<file path="config.mk">
export PLATFORM = sky130hd
export DESIGN_NAME = piso_serializer
export DESIGN_NICKNAME = d
export VERILOG_FILES = /design/src/rtl/piso_serializer.sv
export SDC_FILE = /design/constraint.sdc
export NUM_CORES = 1
export LEC_CHECK = 0
export CELL_PAD_IN_SITES_DETAIL_PLACEMENT = 1
export CELL_PAD_IN_SITES_GLOBAL_PLACEMENT = 1
export CORE_MARGIN = 2
export CORE_UTILIZATION = 35
export DETAILED_ROUTE_END_ITERATION = 10
export PLACE_DENSITY_LB_ADDON = 0.25
export SLEW_MARGIN = 20
export SYNTH_ARGS = -nofsm -noshare
export SYNTH_HDL_FRONTEND = slang
export SYNTH_SLANG_ARGS = --single-unit
</file>
<file path="constraint.sdc">
create_clock -name clk -period 2.6 [get_ports clk]
set_input_delay 0.78 -clock clk [delete_from_list [all_inputs] [get_ports clk]]
set_output_delay 0.78 -clock clk [all_outputs]
set_load 0.01 [all_outputs]
</file>
<file path="src/rtl/piso_serializer.sv">
// -----------------------------------------------------------------------------
// piso_serializer
//   Parallel-in / serial-out feeder for a serial sequence detector. Words are
//   accepted over a valid/ready handshake and presented one bit per clock on
//   ser_out. A new word can be accepted on the edge that ends the last bit of
//   the current frame, so consecutive words stream with no idle gap.
//
// Parameters
//   WIDTH      word width in bits (>= 2)
//   MSB_FIRST  1: load_data[WIDTH-1] goes out first, 0: load_data[0] first
//   IDLE_BIT   level held on ser_out while no frame bit is presented
//
// Ports
//   clk         rising-edge clock
//   rst         asynchronous reset, active low
//   load_valid  upstream offers load_data
//   load_data   word to serialize, sampled only on an accepted load
//   load_ready  a word can be accepted this cycle (combinational)
//   ser_out     serial bit (registered)
//   ser_valid   ser_out carries a frame bit (registered)
//   busy        frame in progress, identical to ser_valid
//   frame_done  high during the last bit of every frame
// -----------------------------------------------------------------------------
module piso_serializer #(
  parameter int WIDTH     = 8,
  parameter bit MSB_FIRST = 1'b1,
  parameter bit IDLE_BIT  = 1'b0
) (
  input  logic             clk,
  input  logic             rst,
  input  logic             load_valid,
  input  logic [WIDTH-1:0] load_data,
  output logic             load_ready,
  output logic             ser_out,
  output logic             ser_valid,
  output logic             busy,
  output logic             frame_done
);

  localparam int              CNT_W = $clog2(WIDTH);
  localparam logic [CNT_W-1:0] LAST = CNT_W'(WIDTH - 1);

  typedef enum logic {
    IDLE,
    SHIFT
  } state_t;

  state_t             state, state_nxt;
  logic [WIDTH-1:0]   sr, sr_nxt;
  logic [CNT_W-1:0]   cnt, cnt_nxt;
  logic               bit_q, bit_nxt;
  logic               last;
  logic               accept;

  // The bit at the output end of a word, as selected by the bit order.
  function automatic logic first_bit(input logic [WIDTH-1:0] w);
    return MSB_FIRST ? w[WIDTH-1] : w[0];
  endfunction

  // Handshake and status decode, all from registered state.
  assign last       = (state == SHIFT) && (cnt == LAST);
  assign frame_done = last;
  assign load_ready = (state == IDLE) || last;
  assign accept     = load_valid && load_ready;
  assign ser_valid  = (state == SHIFT);
  assign busy       = ser_valid;
  assign ser_out    = bit_q;

  // NOTE: every signal written here gets a default first, so no path through
  // the block leaves a value unassigned and no latch is inferred.
  always_comb begin
    state_nxt = state;
    sr_nxt    = sr;
    cnt_nxt   = cnt;
    bit_nxt   = bit_q;

    if (state == IDLE) begin
      if (accept) begin
        state_nxt = SHIFT;
        sr_nxt    = load_data;
        cnt_nxt   = '0;
        bit_nxt   = first_bit(load_data);
      end
    end else if (!last) begin
      // Move the next bit to the output end; ser_out takes it from there.
      cnt_nxt = cnt + CNT_W'(1);
      sr_nxt  = MSB_FIRST ? (sr << 1) : (sr >> 1);
      bit_nxt = first_bit(sr_nxt);
    end else if (accept) begin
      // Reload on the last-bit edge keeps the stream gapless.
      sr_nxt  = load_data;
      cnt_nxt = '0;
      bit_nxt = first_bit(load_data);
    end else begin
      state_nxt = IDLE;
      cnt_nxt   = '0;
      bit_nxt   = IDLE_BIT;
    end
  end

  // NOTE: sequential state uses non-blocking assignments so every register
  // samples the values from before the edge, independent of statement order.
  always_ff @(posedge clk or negedge rst) begin
    if (!rst) begin
      state <= IDLE;
      sr    <= '0;
      cnt   <= '0;
      bit_q <= IDLE_BIT;
    end else begin
      state <= state_nxt;
      sr    <= sr_nxt;
      cnt   <= cnt_nxt;
      bit_q <= bit_nxt;
    end
  end

endmodule

</file>
==> results.tsv <==
stage	metric	value	unit
cells_and_area	commonest non-fill, non-tap cells in the layout	14 x clkdlybuf4s50_1, 12 x dfrtp_1, 11 x mux2_4, 3 x clkbuf_4, 3 x buf_4	
critical_path	crit path DAT	1700	ps
detailed_routing	drt wl/cell	13.5	um
global_route	Global Route met1 Usage	0.168	
cells_and_area	Ant. Diodes	0	
global_route	met2 Track Usage GR	0.183	
clock_tree	Num CTS Buffers	3	
synth	Area contributors post-synth	dfrtp_1 48%, mux2_4 26%, ha_1 4.0%	
cells_and_area	most common cell after layout, fill and taps aside	clkdlybuf4s50_1	
clock_tree	H-tree depth	1	
detailed_routing	DR pass1 iterations	4	
global_route	routing usage on met3	0.0824	
outcome	outcome	finished clean	
timing	RSZ-0062 raised after global routing	false	
timing	normalized max-slew margin	0.626	
timing	min setup slack post-route	116	ps
global_route	gr usage total	0.134	
detailed_routing	DRC viols	0	
clock_tree	CTS Sinks	12	
clock_tree	worst skew pair latency	270	ps
floorplan	Die Span X	46.4	um
cells_and_area	fin area	851	um^2
synth	area share of the leading cell type in the synthesized netlist	0.478	
critical_path	Critical Path Max Stage Delay	390	ps
global_route	most used routing layer	met2	
synth	Mapped Area	628	um^2
global_route	global route overflow	0	
global_route	initial antenna violation count	0	
floorplan	chip height	46.4	um
synth	Post-Syn Nets	56	
timing	fmax	403	MHz
clock_tree	TritonCTS clock tree	done	
worst_hold_path	min-delay worst type	reg -> reg	
synth	register area share after synthesis	0.478	
floorplan	I/O pin count	16	
place	DP HPWL	839	um
timing	min Tclk post-route	2480	ps
pwr	PD cells	981	nW/um^2
pwr	Pleak	0.397	nW
clock_tree	CTS root buf	clkbuf_4	
critical_path	crit path kind	reg -> out	
pwr	VDD IR max	570	uV
cells_and_area	fin cells	88	
detailed_routing	Initial DRC Count	1	
synth	synth warn	0	
detailed_routing	Vias/cell	4.53	
place	# port buffers	15	
detailed_routing	drt total wl	1.19	mm
timing	Setup violations, final	0	
global_route	vias in the first global route	393	
cells_and_area	Multi-input gate area	298	um^2
clock_tree	Clock Tree Buf Depth	2	
detailed_routing	via count	399	
flow_run	Max Cap Viol	0	
synth	Syn Area/Cell	14.6	um^2
place	Post-DP Area	798	um^2
floorplan	Rows	15	
floorplan	die area	2150	um^2
timing	WHS	510	ps
clock_tree	Hold-fix buffers, CTS	0	
place	Inst Count DP	82	
synth	Mapped Cells	43	
synth	FF+latch count, synth	12	
timing	Final period util	0.955	
timing	clk_skew	2.52	ps
critical_path	CP Cell Sequence	ha_1 > ha_2 > and2b_4 > inv_4 > dlygate4sd2_1	
place	DP Worst Slack	165	ps
critical_path	Worst Path Required	1820	ps
cells_and_area	area delta synth->final	35.5	%
floorplan	Starting Density	0.368	
cells_and_area	Nets	77	
timing	Worst Tran Pin Value	559	ps
global_route	largest net degree at the start of global routing	13	
cells_and_area	fillcell total	170	
cells_and_area	Seq. cell area	300	um^2
cells_and_area	share of layout cells above drive strength 1	0.365	
synth	Distinct cells, synth	17	
floorplan	core area	1710	um^2
synth	area leader, netlist	dfrtp_1	
critical_path	CP max-delay cell	dfrtp_1	
clock_tree	CTS clk-pin slew, worst paths	80	ps
critical_path	Worst setup SP type	flip-flop	
detailed_routing	antenna violation net count after detailed routing	0	
critical_path	crit-path max FO	9	
timing	final slew viol count	0	
place	Final Wtd Congestion	0.688	
timing	Final Hold Fails	0	
timing	setup TNS	0	ps
critical_path	Setup crit end kind	output port	
global_route	first-pass GRT wire length	1.85	mm
## stage by stage
step	total power [mW]	util
after floorplan	0.561	-
after global placement	0.659	0.467
after detailed placement	0.674	0.467
after CTS	0.827	0.488
after global routing	0.897	0.498
final	0.835	0.498
## final timing paths
kind                            depth (start not counted)                   to                from  slack (ps)
worst max-delay path                                    5           load_ready  cnt[0]$_DFFE_PN0P_         120
worst min-delay path                                    1      sr[3]$_DFF_PN0_     sr[2]$_DFF_PN0_         510
max in group asynchronous                               1      sr[3]$_DFF_PN0_                 rst        1370
min in group asynchronous                               1  ser_out$_DFFE_PN0P_                 rst         860
worst max register to register                          5      sr[5]$_DFF_PN0_  cnt[0]$_DFFE_PN0P_        1040
worst min register to register                          1      sr[3]$_DFF_PN0_     sr[2]$_DFF_PN0_         510
## cell type report
type,instances,share of cell area
clock buffers,4,0.0426
inverters,3,0.0162
multi-input cells,26,0.350
flip-flops and latches,12,0.353
well taps,25,0.0368
repair buffers,18,0.201
## kinds of logic after synthesis
| group | share of synthesized area |
|---|---|
| and+or+nand+nor | 0.0558 |
| muxes | 0.331 |
| adders and majority gates | 0.0398 |
| DFF | 0.478 |
| AOI/OAI and AO/OA | 0.0438 |
| buffers and inverters | 0.0518 |
## power breakdown
group | switching, mW | internal (mW)
sequential | 0.0440 | 0.260
clock | 0.0655 | 0.0852
combinational | 0.134 | 0.246
## sequential cells by signal, summed over array words and instances (netlist names)
register / count
sr: 7
busy: 1
ser_out: 1
cnt: 3
## routing by layer
metal	share of wire	up-vias
met5	0	-
met4	0	0
met3	0.069	0
met2	0.46	11
met1	0.47	195
li1	-	193
## what timing repair did
| item | in CTS | in global routing |
|---|---|---|
| buffers inserted | 0 | 2 |
| endpoints found under the setup margin | 1 | 1 |
| gates resized for setup | 1 | 1 |
## synth_stat cells (all sizes together)
cell type and number:
nand2b 1, and2b 1, o221ai 1, nor2 2, a22o 1, inv 3, mux2i 2, mux2 13
and2 1, ha 2, buf 2, dfrtp 12, nand3 1, a32o 1
## worst max-delay path, delay by kind of cell, from the launching register on
kind	cells	cell delay, ps
flip-flops	1	390
buffers and inverters	2	370
adder cells (fa/ha/maj)	2	390
AND/OR/NAND/NOR	1	280
(Power assumes the default switching activity.)
